`src/rtl/mem_arb_pkg.sv`:
```
// Shared types and constants for the two-requester memory port arbiter.
package mem_arb_pkg;

    typedef enum logic [1:0] {
        IDLE    = 2'd0,
        SETUP   = 2'd1,
        STROBE  = 2'd2,
        CAPTURE = 2'd3
    } arb_state_t;

    // Requester ids; also the bit positions in the request vector.
    localparam logic REQ_F = 1'b0;
    localparam logic REQ_D = 1'b1;

endpackage

```
`src/rtl/rr_pick2.sv`:
```
// Two-way round-robin picker: a lone request wins outright, a tie goes to
// whichever requester was not granted last.
module rr_pick2
    import mem_arb_pkg::*;
(
    input  logic [1:0] req,
    input  logic       last_grant,
    output logic       any,
    output logic       winner
);

    // Pick the winner from the request vector and the previous grant.
    always_comb begin
        any    = |req;
        winner = REQ_F;
        if (req == 2'b11) begin
            winner = ~last_grant;
        end else if (req[REQ_D]) begin
            winner = REQ_D;
        end
    end

endmodule

```
`src/rtl/mem_port_arbiter.sv`:
```
// Shares one memory port between instruction fetch (F) and data (D).
// Each access runs SETUP -> STROBE -> CAPTURE; the next winner is chosen
// in CAPTURE so back-to-back accesses take three cycles each.
//
// state   | meaning
// --------+-----------------------------------------------------------
// IDLE    | no access in flight; arbitrate every cycle
// SETUP   | address/data/write presented, winner's gnt high
// STROBE  | mem_clock high; from_mem captured on the closing edge
// CAPTURE | winner's rvalid high; arbitrate for the next access
module mem_port_arbiter
    import mem_arb_pkg::*;
#(
    parameter int ADDR_W = 8,
    parameter int DATA_W = 8
) (
    input  logic              clock,
    input  logic              reset,
    input  logic              f_req,
    input  logic [ADDR_W-1:0] f_addr,
    output logic              f_gnt,
    output logic              f_rvalid,
    output logic [DATA_W-1:0] f_rdata,
    input  logic              d_req,
    input  logic              d_write,
    input  logic [ADDR_W-1:0] d_addr,
    input  logic [DATA_W-1:0] d_wdata,
    output logic              d_gnt,
    output logic              d_rvalid,
    output logic [DATA_W-1:0] d_rdata,
    output logic [ADDR_W-1:0] address,
    output logic [DATA_W-1:0] to_mem,
    input  logic [DATA_W-1:0] from_mem,
    output logic              mem_clock,
    output logic              mem_write
);

    arb_state_t        state, state_n;
    logic              owner, owner_n;
    logic              last_grant, last_grant_n;
    logic              pick_any, pick_winner;
    logic [ADDR_W-1:0] address_n;
    logic [DATA_W-1:0] to_mem_n, f_rdata_n, d_rdata_n;
    logic              mem_clock_n, mem_write_n;
    logic              f_gnt_n, d_gnt_n, f_rvalid_n, d_rvalid_n;

    rr_pick2 u_pick (
        .req        ({d_req, f_req}),
        .last_grant (last_grant),
        .any        (pick_any),
        .winner     (pick_winner)
    );

    // Next-state and next-output logic; every output is a registered copy.
    always_comb begin
        state_n      = state;
        owner_n      = owner;
        last_grant_n = last_grant;
        address_n    = address;
        to_mem_n     = to_mem;
        mem_write_n  = mem_write;
        mem_clock_n  = 1'b0;
        f_gnt_n      = 1'b0;
        d_gnt_n      = 1'b0;
        f_rvalid_n   = 1'b0;
        d_rvalid_n   = 1'b0;
        f_rdata_n    = f_rdata;
        d_rdata_n    = d_rdata;

        case (state)
            IDLE, CAPTURE: begin
                mem_write_n = 1'b0;
                state_n     = IDLE;
                if (pick_any) begin
                    state_n      = SETUP;
                    owner_n      = pick_winner;
                    last_grant_n = pick_winner;
                    if (pick_winner == REQ_D) begin
                        address_n   = d_addr;
                        to_mem_n    = d_wdata;
                        mem_write_n = d_write;
                        d_gnt_n     = 1'b1;
                    end else begin
                        address_n   = f_addr;
                        f_gnt_n     = 1'b1;
                    end
                end
            end
            SETUP: begin
                state_n     = STROBE;
                mem_clock_n = 1'b1;
            end
            STROBE: begin
                state_n     = CAPTURE;
                mem_write_n = 1'b0;
                if (owner == REQ_D) begin
                    d_rvalid_n = 1'b1;
                    // A store completes without disturbing the last load result.
                    if (!mem_write) begin
                        d_rdata_n = from_mem;
                    end
                end else begin
                    f_rvalid_n = 1'b1;
                    f_rdata_n  = from_mem;
                end
            end
            default: begin
                state_n = IDLE;
            end
        endcase
    end

    // State and output registers with synchronous reset; fetch wins the first tie.
    always_ff @(posedge clock) begin
        if (reset) begin
            state      <= IDLE;
            owner      <= REQ_F;
            last_grant <= REQ_D;
            address    <= '0;
            to_mem     <= '0;
            mem_write  <= 1'b0;
            mem_clock  <= 1'b0;
            f_gnt      <= 1'b0;
            d_gnt      <= 1'b0;
            f_rvalid   <= 1'b0;
            d_rvalid   <= 1'b0;
            f_rdata    <= '0;
            d_rdata    <= '0;
        end else begin
            state      <= state_n;
            owner      <= owner_n;
            last_grant <= last_grant_n;
            address    <= address_n;
            to_mem     <= to_mem_n;
            mem_write  <= mem_write_n;
            mem_clock  <= mem_clock_n;
            f_gnt      <= f_gnt_n;
            d_gnt      <= d_gnt_n;
            f_rvalid   <= f_rvalid_n;
            d_rvalid   <= d_rvalid_n;
            f_rdata    <= f_rdata_n;
            d_rdata    <= d_rdata_n;
        end
    end

endmodule

```
`config.mk`:
```
export PLATFORM = sky130hd
export DESIGN_NAME = mem_port_arbiter
export DESIGN_NICKNAME = d
export VERILOG_FILES = /design/src/rtl/mem_arb_pkg.sv /design/src/rtl/rr_pick2.sv /design/src/rtl/mem_port_arbiter.sv
export SDC_FILE = /design/constraint.sdc
export NUM_CORES = 1
export LEC_CHECK = 0
export BUFFER_PORTS_ARGS = -buffer_cell sky130_fd_sc_hd__buf_2
export CAP_MARGIN = 20
export CORE_ASPECT_RATIO = 1.25
export CORE_MARGIN = 1
export CORE_UTILIZATION = 41
export CTS_BUF_LIST = sky130_fd_sc_hd__clkbuf_4 sky130_fd_sc_hd__clkbuf_8 sky130_fd_sc_hd__clkbuf_16
export CTS_CLUSTER_DIAMETER = 120
export DETAILED_ROUTE_END_ITERATION = 8
export GPL_ROUTABILITY_DRIVEN = 0
export PLACE_DENSITY = 0.77
export SYNTH_ARGS = -nofsm -noshare
export SYNTH_HDL_FRONTEND = slang
export SYNTH_SLANG_ARGS = --single-unit
```
`constraint.sdc`:
```
create_clock -name clock -period 1.5 [get_ports clock]
set_clock_uncertainty 0.1 [all_clocks]
set_input_delay 0.15 -clock clock [delete_from_list [all_inputs] [get_ports clock]]
set_output_delay 0.15 -clock clock [all_outputs]
set_load 0.1 [all_outputs]
```
After elaboration in Yosys (flattened, before gate mapping)
Cells that the tools add are included.
{"block": "classes", "addsub": 0, "multipliers": 0, "bitwise_logic": 6, "div": 0, "n_shift": 0, "n_eq_ne": 4, "n_lt_le_gt_ge": 0, "reduce_logical": 10, "muxes": 13}
{"op": "two-way mux 1 bit", "count": 10}
{"op": "two-way mux 8 bit", "count": 1}
{"op": "equality test 2 bit, second input constant", "count": 3}
{"op": "NOT 1 bit", "count": 6}
{"op": "case mux 2 bit (3 select lines)", "count": 1}
{"op": "AND reduction 3 bit", "count": 2}
{"op": "OR reduction 2 bit", "count": 3}
{"op": "AND reduction 2 bit", "count": 2}
{"op": "OR reduction 3 bit", "count": 1}
{"op": "equality test 2 x 1 -> 1 bit, second input constant", "count": 1}
{"op": "zero test 2 bit", "count": 1}
{"op": "case mux 1 bit (2 select lines)", "count": 1}
{"op": "nonzero test 2 bit", "count": 1}
{"block": "word_totals", "out_inout_bits": 38, "rom_bits": 0, "inputBits": 37, "memories": 0, "mem_bits_rw": 0, "regBits": 42, "latchBits": 0}

Logic depth before layout (Yosys ltp)
{"block": "logic_depth", "word_depth": 5, "depth_mapped": 6}

Hierarchy
From an unflattened synthesis, not the netlist that was laid out.
{"block": "unflattened", "cells_unflattened": 183, "hier_area_um2": 1571.5}
{"module": "mem_port_arbiter", "seq_area_each_um2": 840.8, "area_per_inst_um2": 1557.7, "n_inst": 1, "cells_each": 181}
{"module": "rr_pick2", "seq_area_each_um2": 0.0, "area_per_inst_um2": 13.8, "n_inst": 1, "cells_each": 2}

Least setup slack after synthesis
Ideal clock, no wire load.
{"block": "synth_path", "kind": "reg-to-reg", "from": "register mem_write", "to": "register d_rdata[0]", "arrival_ns": 1.589, "stages_incl_launch_ff": 5, "setup_slack_ns": -0.317, "cell_sequence": "dfxtp_1 > nand3b_1 > buf_2 > mux2i_1 > nor2_1"}
{"block": "synth_via", "elab_chain_len": 2}
{"element": "from (decl)", "line": "mem_port_arbiter.sv:35", "text": "output logic mem_write"}
{"element": "from (signal assigned)", "line": "mem_port_arbiter.sv:135", "text": "mem_write <= mem_write_n;"}
{"element": "NOT 1 bit (no line)"}
{"element": "AND reduction 3 bit (no line)"}
{"element": "to (signal assigned)", "line": "mem_port_arbiter.sv:142", "text": "d_rdata <= d_rdata_n;"}
{"element": "to (decl)", "line": "mem_port_arbiter.sv:30", "text": "output logic [DATA_W-1:0] d_rdata,"}
No other way between the ends.
A chain may end at the register's enable or synchronous reset.

Worst setup path after layout
{"block": "layout_path", "from": "register state[0]", "to": "register address[3]"}
{"block": "layout_via", "elab_chain_len": 3, "word_cells_on_any_way": 4, "classes_between": "1 x eq/ne; 3 x reduce/logical"}
{"element": "from (decl)", "line": "mem_port_arbiter.sv:38", "text": "arb_state_t state, state_n;"}
{"element": "from (signal assigned)", "line": "mem_port_arbiter.sv:130", "text": "state <= state_n;"}
{"element": "equality test 2 bit or zero test 2 bit (tied branches)", "line": "mem_port_arbiter.sv:70", "text": "case (state)"}
{"element": "OR reduction 2 bit *", "line": "mem_port_arbiter.sv:70"}
{"element": "AND reduction 2 bit (no line) *"}
{"element": "to (signal assigned)", "line": "mem_port_arbiter.sv:133", "text": "address <= address_n;"}
{"element": "to (decl)", "line": "mem_port_arbiter.sv:31", "text": "output logic [ADDR_W-1:0] address,"}
Every way passes the cells marked *; elsewhere a longest branch is shown, timed or not.

==> results by group <==
Outcome
  • Outcome: finished with violations
  • Failing checks: negative hold slack

Clock tree
  • H-tree depth: 2
  • Sink Count: 42
  • Cell at the root of the clock tree: clkbuf_8
  • CTS Buf Count: 5
  • Clock latency on the worst-skew pair: 300 ps
  • CTS tree: built
  • Clock transition at path regs: 90 ps
  • CTS Buffer Depth: 2

Synth
  • Mean post-synth cell area: between 8 and 9 sq um
  • Yosys top cell area share: 52.1%
  • Post-synth ARST share: 0%
  • Distinct cell type count after synthesis: 25
  • Warning count from the yosys run: 0
  • Synth Register Bits: 42
  • Top-count cell post-synth: dfxtp_1
  • Post-synth EDFFs: 0
  • Proportion of synthesized chip area in sequential cells: 52.1%
  • Synth Flop Type: dfxtp_1
  • Most common library cells after synthesis: dfxtp_1 (42), a21oi_1 (26), nand2_1 (25), nor2_1 (23), o21ai_0 (9)
  • Synthesized net count: 220
  • Post-Syn Area: around 1600 sq um
  • Largest area contributor in the netlist: dfxtp_1
  • Synth area leaders: dfxtp_1 (52%), a21oi_1 (8.1%), nand2_1 (5.8%), nor2_1 (5.4%), mux2i_1 (5.0%)
  • Gate Count Post-Synth: 180

Floorplanning
  • Chip height: 72.1 microns
  • Die area: between 4000 and 5000 sq um
  • Initial core utilization: 42.6%
  • Row cnt: 25
  • Core ar.: around 3800 sq um
  • Die width: slightly below 60 microns
  • # IOs: 75

Setup path
  • CP Launch Type: flip-flop
  • Largest stage delay, worst path: ~340 ps
  • Critical path data arrival time: 1470 ps
  • CP Cell Sequence: inv_1 -> ha_4 -> o21a_4 -> nor2_1 -> a211oi_1
  • CP delay by family, top: compound AO/OA/AOI/OAI gates
  • Crit path required time: roughly 1600 ps
  • Crit path capture type: flip-flop
  • Crit Path Max Fanout: 9
  • Worst path bufs/invs: 1
  • Crit path max-delay cell type: dfxtp_1
  • Crit Path Category: reg -> reg

GRT
  • Largest net degree at the start of global routing: 19
  • Gr ovfl total: 0
  • Wire length of the first global-routing pass: 6280 microns
  • Vias in the first global route: 1507
  • Initial antenna violation count: 0
  • GRT Overall Usage: 19.6%

Flow run
  • Max-cap violations: 0

Drt
  • M1 WL: around 1700 microns
  • Vias: 1591
  • Met2 wire len: 1970 microns
  • WL final: between 3000 and 4000 microns
  • # DRC: 0
  • Uppermost layer routed: met4
  • WL/cell: 11.9 microns
  • Vias per inst: about 4.8
  • Post-DRT Antenna Nets: 0
  • Initial DRC count: 60
  • Routed met3 length: 193 microns
  • DRT Pass-1 Iters: 7

Placement
  • Area after DPL: 2030 sq um
  • HPWL Detailed: 2490 microns
  • Place WS: -117 ps
  • Placed insts: about 300
  • Input/output buffers: 74

STA
  • RSZ-0062 raised after global routing: false
  • Actual slew at the worst max-slew pin: 490 ps
  • Fmax: around 0.74 GHz
  • Rel. slew slack: 67.5%
  • Setup_tns: 0 ps
  • Hold Vio Cnt, Final: 2
  • Setup violations, final: 0
  • Final min period: 1360 ps
  • Fin Hold WS: -4.84 ps
  • Period utilization: between 90% and 100%
  • Max Slew Vio Count: 0
  • Worst setup margin: 141 ps

Power and ir drop
  • Worst VDD drop: 1320 uV
  • Leakage power total: 1.14 nW
  • PwrDens: 2050 nW/um^2

Min path
  • Hold Path Class: in -> reg

Finish
  • Area Growth Syn to Fin: 47.3%
  • # fillers: 331
  • Final std cells w/o fill: 332
  • N_diodes: 0
  • Final #Nets: 317
  • Layout cells sized above 1: 34.9%
  • Post-route cell area: 2380 sq um
==> cell usage in the layout, fill, tap and decap left out <==
cell type and count:
nand2_1 25, mux2i_1 8, buf_2 74, nor3_1 2, ha_4 1, nor2b_2 1, o21ai_4 1, inv_1 2
buf_4 6, buf_12 1, dfxtp_2 1, a32oi_1 1, dfxtp_1 41, nor2b_1 1, nor2_1 23, ha_1 2
clkbuf_8 5, nand3b_1 1, nand2b_1 1, a22oi_1 1, inv_2 1, inv_6 1, a21oi_1 26, clkinvlp_4 2
o21ai_0 9, nand3_1 8, a21bo_4 1, dlygate4sd3_1 22, o21a_4 1, a21boi_4 1, a211oi_1 8
==> repair_timing <==
item / CTS / global route
hold endpoints to repair: 24 / 1
gates resized for setup: 5 / 2
hold buffers: 21 / 1
setup endpoints to repair: 14 / 19
buffers inserted: 0 / 0
pin swaps: 0 / 0
==> tightest hold or removal path, cell delays in order <==
cell     delay [ps]
buf_2            90
mux2i_1          60
nor2_1           70
==> power breakdown <==
part | internal, mW | switching (mW) | leakage [nW]
sequential | 1.35 | 0.121 | 0.344
combinational | 0.591 | 2.05 | 0.760
clock | 0.333 | 0.420 | 0.0408
total | 2.27 | 2.59 | 1.14
==> flip-flops by register name, indices dropped and copies added, names as in the netlist <==
register,flops
state,2
last_grant,1
d_rvalid,1
f_rdata,8
f_gnt,1
owner,1
to_mem,8
d_rdata,8
mem_write,1
mem_clock,1
address,8
f_rvalid,1
d_gnt,1
==> final timing paths <==
check | startpoint | end | slack (ps) | depth (start not counted)
worst max-delay path | state[0] | address[3] | 140 | 5
worst min-delay path | from_mem[2] | d_rdata[2] | -5 | 3
worst max register to register | state[0] | address[3] | 140 | 5
worst min register to register | f_rdata[5] | f_rdata[5] | 350 | 2
==> cell type report <==
class | instances | area (sq um) | share of cell area, %
Clock inverter | 3 | 23.8 | 1.00
Sequential cell | 42 | 842 | 35.4
Timing Repair Buffer | 103 | 656 | 27.6
Inverter | 3 | 11.3 | 0.474
Clock buffer | 5 | 68.8 | 2.90
Tap cell | 54 | 67.6 | 2.84
Multi-Input combinational cell | 122 | 707 | 29.8
==> cells by family (layout without fill, tap and decap cells) <==
| family | after synthesis | after routing | synth area share [%] |
|---|---|---|---|
| flip-flops | 42 | 42 | 52.1 |
| AO/OA/AOI/OAI | 49 | 49 | 18.8 |
| multiplexers | 8 | 8 | 4.97 |
| adder cells (fa/ha/maj) | 3 | 3 | 2.33 |
| buffers and inverters | 16 | 114 | 5.90 |
| AND/OR/NAND/NOR | 62 | 62 | 15.9 |
==> per-layer routing <==
| metal | vias to the layer above | track usage, % |
|---|---|---|
| met2 | 56 | 35.0 |
| met3 | 4 | 5.35 |
| li1 | 802 | - |
| met1 | 729 | 22.2 |
| met5 | - | 0 |
| met4 | 0 | 6.35 |
==> stage by stage <==
step	util [%]	hold slack, ps	total power, mW
5_1_grt	62.8	10.6	5.10
4_1_cts	62.2	0.867	4.83
3_5_place_dp	53.7	303	3.99
3_3_place_gp	53.7	297	3.97
6_report	62.8	-4.84	4.86
2_1_floorplan	-	186	3.61
Note: power is estimated with default switching activity, not from simulation.
